--- src/rtl/mon_rx_parser.sv ---
// mon_rx_parser: pops bytes from the monitor UART receive FIFO, accumulates
// ASCII hex digits into a 32-bit word and reports command characters, line
// ends and illegal control bytes to the monitor controller.
// Optional feature macro: MON_RX_ECHO_EN (echo every received byte to the
// transmit FIFO, CR expanded to CR LF).
module mon_rx_parser #(
  parameter int MAX_DIGITS = 8
) (
  input  logic        clk,
  input  logic        rst_n,
  input  logic        rx_fifo_dvalid,
  input  logic [7:0]  rx_rdata,
  output logic        rx_rden,
  input  logic        tx_fifo_full,
  output logic [7:0]  tx_wdata,
  output logic        tx_wten,
  output logic [31:0] data_word,
  output logic [3:0]  data_ndigits,
  output logic        data_valid,
  output logic [7:0]  cmd_char,
  output logic        cmd_valid,
  output logic        line_end,
  output logic        parse_err
);

  localparam logic [3:0] MAXD = 4'(MAX_DIGITS);

  typedef enum logic [2:0] {IDLE, FETCH, POP, PARSE, ECHO, ECHO_LF} state_t;

  state_t      state, state_nx;
  logic [7:0]  byte_r;
  logic [31:0] acc;
  logic [3:0]  ndig;
  logic        hex_ok;
  logic [3:0]  hex_nib;
  logic        is_term;
  logic        is_cmd;

`ifndef MON_RX_ECHO_EN
  // The transmit side is idle without echo; keep the input visibly consumed.
  logic unused_tx_full;
  assign unused_tx_full = tx_fifo_full;
`endif

  // Classify the captured byte: hex digit value, terminator, command char.
  always_comb begin
    hex_ok  = 1'b0;
    hex_nib = 4'h0;
    if (byte_r >= 8'h30 && byte_r <= 8'h39) begin
      hex_ok  = 1'b1;
      hex_nib = byte_r[3:0];
    end else if ((byte_r >= 8'h41 && byte_r <= 8'h46) ||
                 (byte_r >= 8'h61 && byte_r <= 8'h66)) begin
      hex_ok  = 1'b1;
      hex_nib = byte_r[3:0] + 4'd9;
    end
    is_term = (byte_r == 8'h20) || (byte_r == 8'h0D) || (byte_r == 8'h0A);
    is_cmd  = (byte_r >= 8'h21) && (byte_r <= 8'h7E);
  end

  // State register.
  always_ff @(posedge clk) begin
    if (!rst_n) state <= IDLE;
    else        state <= state_nx;
  end

  // Next state and strobes; strobes are masked during reset so a pending
  // pop or echo is abandoned cleanly.
  always_comb begin
    state_nx = state;
    rx_rden  = 1'b0;
    tx_wten  = 1'b0;
    tx_wdata = 8'h00;
    case (state)
      IDLE:  if (rx_fifo_dvalid) state_nx = FETCH;
      FETCH: state_nx = POP;
      POP: begin
        rx_rden  = rst_n;
        state_nx = PARSE;
      end
`ifdef MON_RX_ECHO_EN
      PARSE: state_nx = ECHO;
      ECHO: begin
        if (!tx_fifo_full) begin
          tx_wten  = rst_n;
          tx_wdata = byte_r;
          state_nx = (byte_r == 8'h0D) ? ECHO_LF : IDLE;
        end
      end
      ECHO_LF: begin
        if (!tx_fifo_full) begin
          tx_wten  = rst_n;
          tx_wdata = 8'h0A;
          state_nx = IDLE;
        end
      end
`else
      PARSE: state_nx = IDLE;
`endif
      default: state_nx = IDLE;
    endcase
  end

  // Byte capture, digit accumulator and registered result pulses.
  always_ff @(posedge clk) begin
    if (!rst_n) begin
      byte_r       <= 8'h00;
      acc          <= 32'h0;
      ndig         <= 4'h0;
      data_word    <= 32'h0;
      data_ndigits <= 4'h0;
      data_valid   <= 1'b0;
      cmd_char     <= 8'h00;
      cmd_valid    <= 1'b0;
      line_end     <= 1'b0;
      parse_err    <= 1'b0;
    end else begin
      data_valid <= 1'b0;
      cmd_valid  <= 1'b0;
      line_end   <= 1'b0;
      parse_err  <= 1'b0;
      if (state == POP) byte_r <= rx_rdata;
      if (state == PARSE) begin
        if (hex_ok) begin
          // Older digits fall off the top; the count saturates.
          acc <= {acc[27:0], hex_nib};
          if (ndig < MAXD) ndig <= ndig + 4'd1;
        end else if (is_term) begin
          if (ndig != 4'h0) begin
            data_word    <= acc;
            data_ndigits <= ndig;
            data_valid   <= 1'b1;
          end
          acc      <= 32'h0;
          ndig     <= 4'h0;
          line_end <= (byte_r == 8'h0D);
        end else if (is_cmd) begin
          // A command discards any half-typed number.
          cmd_char  <= byte_r;
          cmd_valid <= 1'b1;
          acc       <= 32'h0;
          ndig      <= 4'h0;
        end else begin
          parse_err <= 1'b1;
        end
      end
    end
  end

endmodule

--- config.mk ---
export PLATFORM = sky130hd
export DESIGN_NAME = mon_rx_parser
export DESIGN_NICKNAME = d
export VERILOG_FILES = /design/src/rtl/mon_rx_parser.sv
export SDC_FILE = /design/constraint.sdc
export NUM_CORES = 1
export LEC_CHECK = 0
export BUFFER_PORTS_ARGS = -buffer_cell sky130_fd_sc_hd__buf_2
export CAP_MARGIN = 25
export CORE_MARGIN = 2
export CORE_UTILIZATION = 59
export CTS_CLUSTER_DIAMETER = 60
export DETAILED_ROUTE_END_ITERATION = 10
export PLACE_DENSITY = 0.83
export SLEW_MARGIN = 20
export SYNTH_ARGS = -nofsm -noshare
export SYNTH_HDL_FRONTEND = slang
export SYNTH_SLANG_ARGS = --single-unit
--- constraint.sdc ---
create_clock -name clk -period 5.1 [get_ports clk]
set_input_delay 0.51 -clock clk [delete_from_list [all_inputs] [get_ports clk]]
set_output_delay 0.51 -clock clk [all_outputs]
set_load 0.03 [all_outputs]
==> out/summary.md <==
Cell at the slowest stage of the critical path: a2111o_1. The run gives 303.2 µV as the worst supply voltage drop on vdd. Setup repair after global routing left no endpoint under its margin.

The smallest setup slack after layout is 2.361 ns. Based on the critical path, the design can be clocked at up to 0.3651 GHz. The combinational share of power is 12.1%, and the count of input and output buffers is 59. The first global-routing pass estimated 11820 µm of wire. In this run the worst setup path terminates at data_ndigits[1]. The tree is rooted in a clkbuf_8. The global routing usage summed across all routing layers came out at 20.04%.

In this run, flip-flops and latches consume 53.6% of the power. The first detailed-routing pass took 4 iterations. After Yosys synthesis, full adders, half adders and majority gates account for 2.891% of the synthesized area. The proportion of power drawn by the clock network is 34.3%. Internal power comes to 1.075 mW. In the post-synthesis netlist, the biggest area contributors are dfxtp_1, mux2i_1, nand2_1, a22o_1, ha_1.

The die covers 7268 µm². After global routing the overflow that remains totals 0. The run gives 94 as the clock sink total. The xor/xnor share of the synthesized area was 0%; the total count of hold-check failures in the final report was 0. The later pin in the worst-skew pair is clocked with a latency of 0.36 ns. At the end of the flow, the number of nets in the layout was 461. Synthesis produced a netlist whose cell count is 398. The post-detailed-route wirelength per cell was 13.56 µm. In the routed design, unresolved DRC markers number 0. The run gives 2537 as the via count of the first global-routing pass. The largest family of logic cells by synthesized area is simple AND/OR/NAND/NOR gates. In the layout the commonest cells are nand2_1, dfxtp_1, buf_2.

The startpoint-to-endpoint class of the critical path is flip-flop to flip-flop. The tool flagged a number of max-cap violations equal to 0. The worst register-to-register path begins at byte_r[0]. The complex-gate fraction of the synthesized area is 11.11%, and the worst-case reg-to-reg path depth is 8. For this run, the register share of the synthesized area comes to 48.31%. Once the floorplan was initialized, standard cells occupied 61.34% of the core.

The HPWL after detailed placement is 4697 µm. The row count was 29; the slew of the pin with the lowest slew margin was 0.9752 ns. For this design the static power due to leakage is 1.685 nW. Across all register-to-register paths, the minimum setup slack is 2.36 ns.

In this run, synthesis produced a sequential element count of 94. In this run the worst setup path begins at byte_r[0]. The die height is 85.25 µm. The kind of launch point of the worst setup path is a flip-flop.

Using the TritonRoute via totals, the vias-per-cell ratio works out to 5.375. The register clock-pin slew on the reported worst setup and hold paths is 0.09 ns. At the placement stage, the worst setup path has a slack of 2.207 ns. Walking the worst path, the cells encountered are inv_1 > ha_1 > nor4b_1 > nand2_1 > a2111o_1 > nor3_4 > buf_4 > mux2i_1.

The top cell type by area accounts for 48.31% of the synthesized area. The tools report the number of buffers inserted by post-CTS setup repair as 0. After routing, the total negative slack on setup checks comes to 0 ns.

The congestion estimate from routability-driven global placement came to 0.8342. Hold timing on the final database bottoms out at a slack of 0.4073 ns. Entering global routing, the biggest net connects 60 pins. In this run, post-CTS hold repair placed 0 buffers.

The tools report the number of failing setup endpoints in the final timing report as 0. Class of the tightest hold or removal check: input pin to flip-flop. The flow ran to the end, and the final reports show no timing, DRC or antenna violations. The post-synthesis to final-layout area growth was 10.73%. Averaged over all synthesized cells, the footprint is 9.786 µm². The biggest area contributor in the post-synthesis netlist is dfxtp_1.

In this run the standard cell core region covers 6350 µm². Clock tree synthesis inserted a total of 9 buffers. Gates resized during post-CTS repair numbered 0. The most common library cell in the layout ignoring fill and taps is nand2_1. Counting along the longest clock path gives a buffer depth of 2. The tools report the destination of the worst register-to-register timing path as data_ndigits[1].

The number of diodes added for antenna fixing is 0. Of the total synthesized cell area, the portion taken by AND, OR, NAND and NOR gates is 16.48%. TritonCTS built the clock tree. Measured against its own limit, the worst slew margin works out to 34.99%.

The kind of end point of the critical path was a flip-flop. Of the total power, the share spent switching nets is 27.43%. The width of the chip works out to 85.25 µm. STA puts the critical path data arrival time at 3.02 ns. The distinct cell type count after synthesis is 42, and the filler cell count is 520. The cell area that synthesis handed to floorplanning was 3895 µm². Of all nets on the critical path, the largest fanout is 36. In the final layout, the share of cells above drive strength 1 is 18.88%. The detailed router finished its first iteration with 124 violations. In this run the power density over the cells is 343.6 nW/µm². The tools report the required time reported for the critical path endpoint as 5.38 ns. The H-tree was split into 3 levels. The clock period minus final worst setup slack is 2.739 ns, and the synthesis warning total is 0.

The max-slew violation total from the final report was 0; the total vias in the final route was 2806. For this design the top-level I/O count stands at 70. The worst clock skew is 0.01111 ns.

The number of antenna violations at the first check in global routing was 0; the count of nets left with antenna violations after detail routing was 0. Total wire length: 7079 µm. The switching component of the power was 406.5 µW; the mux cell area share after synthesis was 13.65%. The worst path uses 53.70% of the clock period. For this run, the slowest stage of the critical path takes 0.51 ns.
metrics by stage:
step	std cells	power [mW]	area (µm²)	utilization (%)
3_5_place_dp	506	0.9880	4094	64.47
2_1_floorplan	406	0.9575	3925	-
5_1_grt	522	1.545	4313	67.92
4_1_cts	522	1.488	4299	67.70
3_3_place_gp	506	0.9788	4094	64.47
6_report	522	1.482	4313	67.92
power groups by stage:
| stage | Sequential, mW | Clock (mW) | Combinational, mW |
|---|---|---|---|
| floorplan | 0.793 | 0 | 0.165 |
| global placement | 0.809 | 0 | 0.170 |
| detailed placement | 0.811 | 0 | 0.177 |
| CTS | 0.794 | 0.517 | 0.178 |
| global route | 0.800 | 0.547 | 0.199 |
| finish | 0.794 | 0.509 | 0.179 |
worst min path at each step:
stage                    endpoint         from  slack [ns]  cells past startpoint
global placement      cmd_char[7]  cmd_char[7]        0.41                      2
finish                  byte_r[1]  rx_rdata[1]        0.41                      3
CTS                     byte_r[1]  rx_rdata[1]        0.40                      3
global route            byte_r[1]  rx_rdata[1]        0.40                      3
detailed placement    cmd_char[7]  cmd_char[7]        0.42                      2
floorplan           data_word[28]      acc[28]        0.44                      2
area by class of cell:
| class | instances | area, µm² | area share [%] |
|---|---|---|---|
| Clock buffer | 11 | 141.4 | 3.278 |
| Clock inverter | 5 | 63.81 | 1.480 |
| Inverter | 10 | 37.54 | 0.8703 |
| Multi-Input combinational cell | 264 | 1782 | 41.31 |
| Sequential cell | 94 | 1882 | 43.63 |
| Tap cell | 77 | 96.34 | 2.234 |
| Timing Repair Buffer | 61 | 310.3 | 7.195 |
logic make-up (layout without fill, tap and decap cells):
logic type / Yosys count / in the layout
simple gates: 139 / 139
flops: 94 / 94
compound gates: 54 / 54
mux: 53 / 53
buf+inv: 48 / 87
fa+ha+maj: 9 / 9
other cells: 1 / 9
critical path, delay by kind of cell (launching register included):
| kind | cells | cell delay, ns |
|---|---|---|
| DFF | 1 | 0.38 |
| and+or+nand+nor | 3 | 0.64 |
| muxes | 1 | 0.27 |
| buffers and inverters | 2 | 0.64 |
| AOI/OAI and AO/OA | 1 | 0.51 |
| adders and majority gates | 1 | 0.20 |
sequential cells by signal, summed over array words and instances, names as in the netlist:
| register | count |
|---|---|
| cmd_char | 8 |
| line_end | 1 |
| data_ndigits | 4 |
| parse_err | 1 |
| data_word | 32 |
| byte_r | 8 |
| state | 2 |
| ndig | 4 |
| cmd_valid | 1 |
| acc | 32 |
| data_valid | 1 |
metal layers:
metal	track usage (%)	share of wire, %	vias to the layer above
met5	0	0	-
met3	3.502	4.0	6
met1	27.62	48	1314
met4	9.235	1.1	0
met2	30.75	47	62
li1	-	-	1424
cells in the mapped netlist:
cell type and instances:
nand2b_1 3, nor4b_1 3, clkbuf_1 14, inv_1 10
or2_1 2, buf_6 2, o311a_1 1, nor3b_1 4
nand2_1 95, nand4bb_1 1, a32o_1 1, buf_2 10
o21ai_0 6, or3b_1 1, nor2_1 6, and2_1 2
a21bo_2 1, a221oi_1 1, o32ai_1 1, conb_1 1
a22o_1 29, and3_2 1, buf_12 3, nand3b_1 1
and2_4 1, nand4_1 1, ha_1 9, nand3_1 3
a2111o_1 1, mux2i_1 52, o21bai_1 1, nor2b_1 13
o221a_2 1, nor3_2 1, a211oi_1 3, buf_4 9
nor4_1 1, a21oi_1 4, dfxtp_1 94, o22ai_1 3
mux2_2 1, a221o_1 1
No activity file was read; power rests on OpenSTA's default activity.
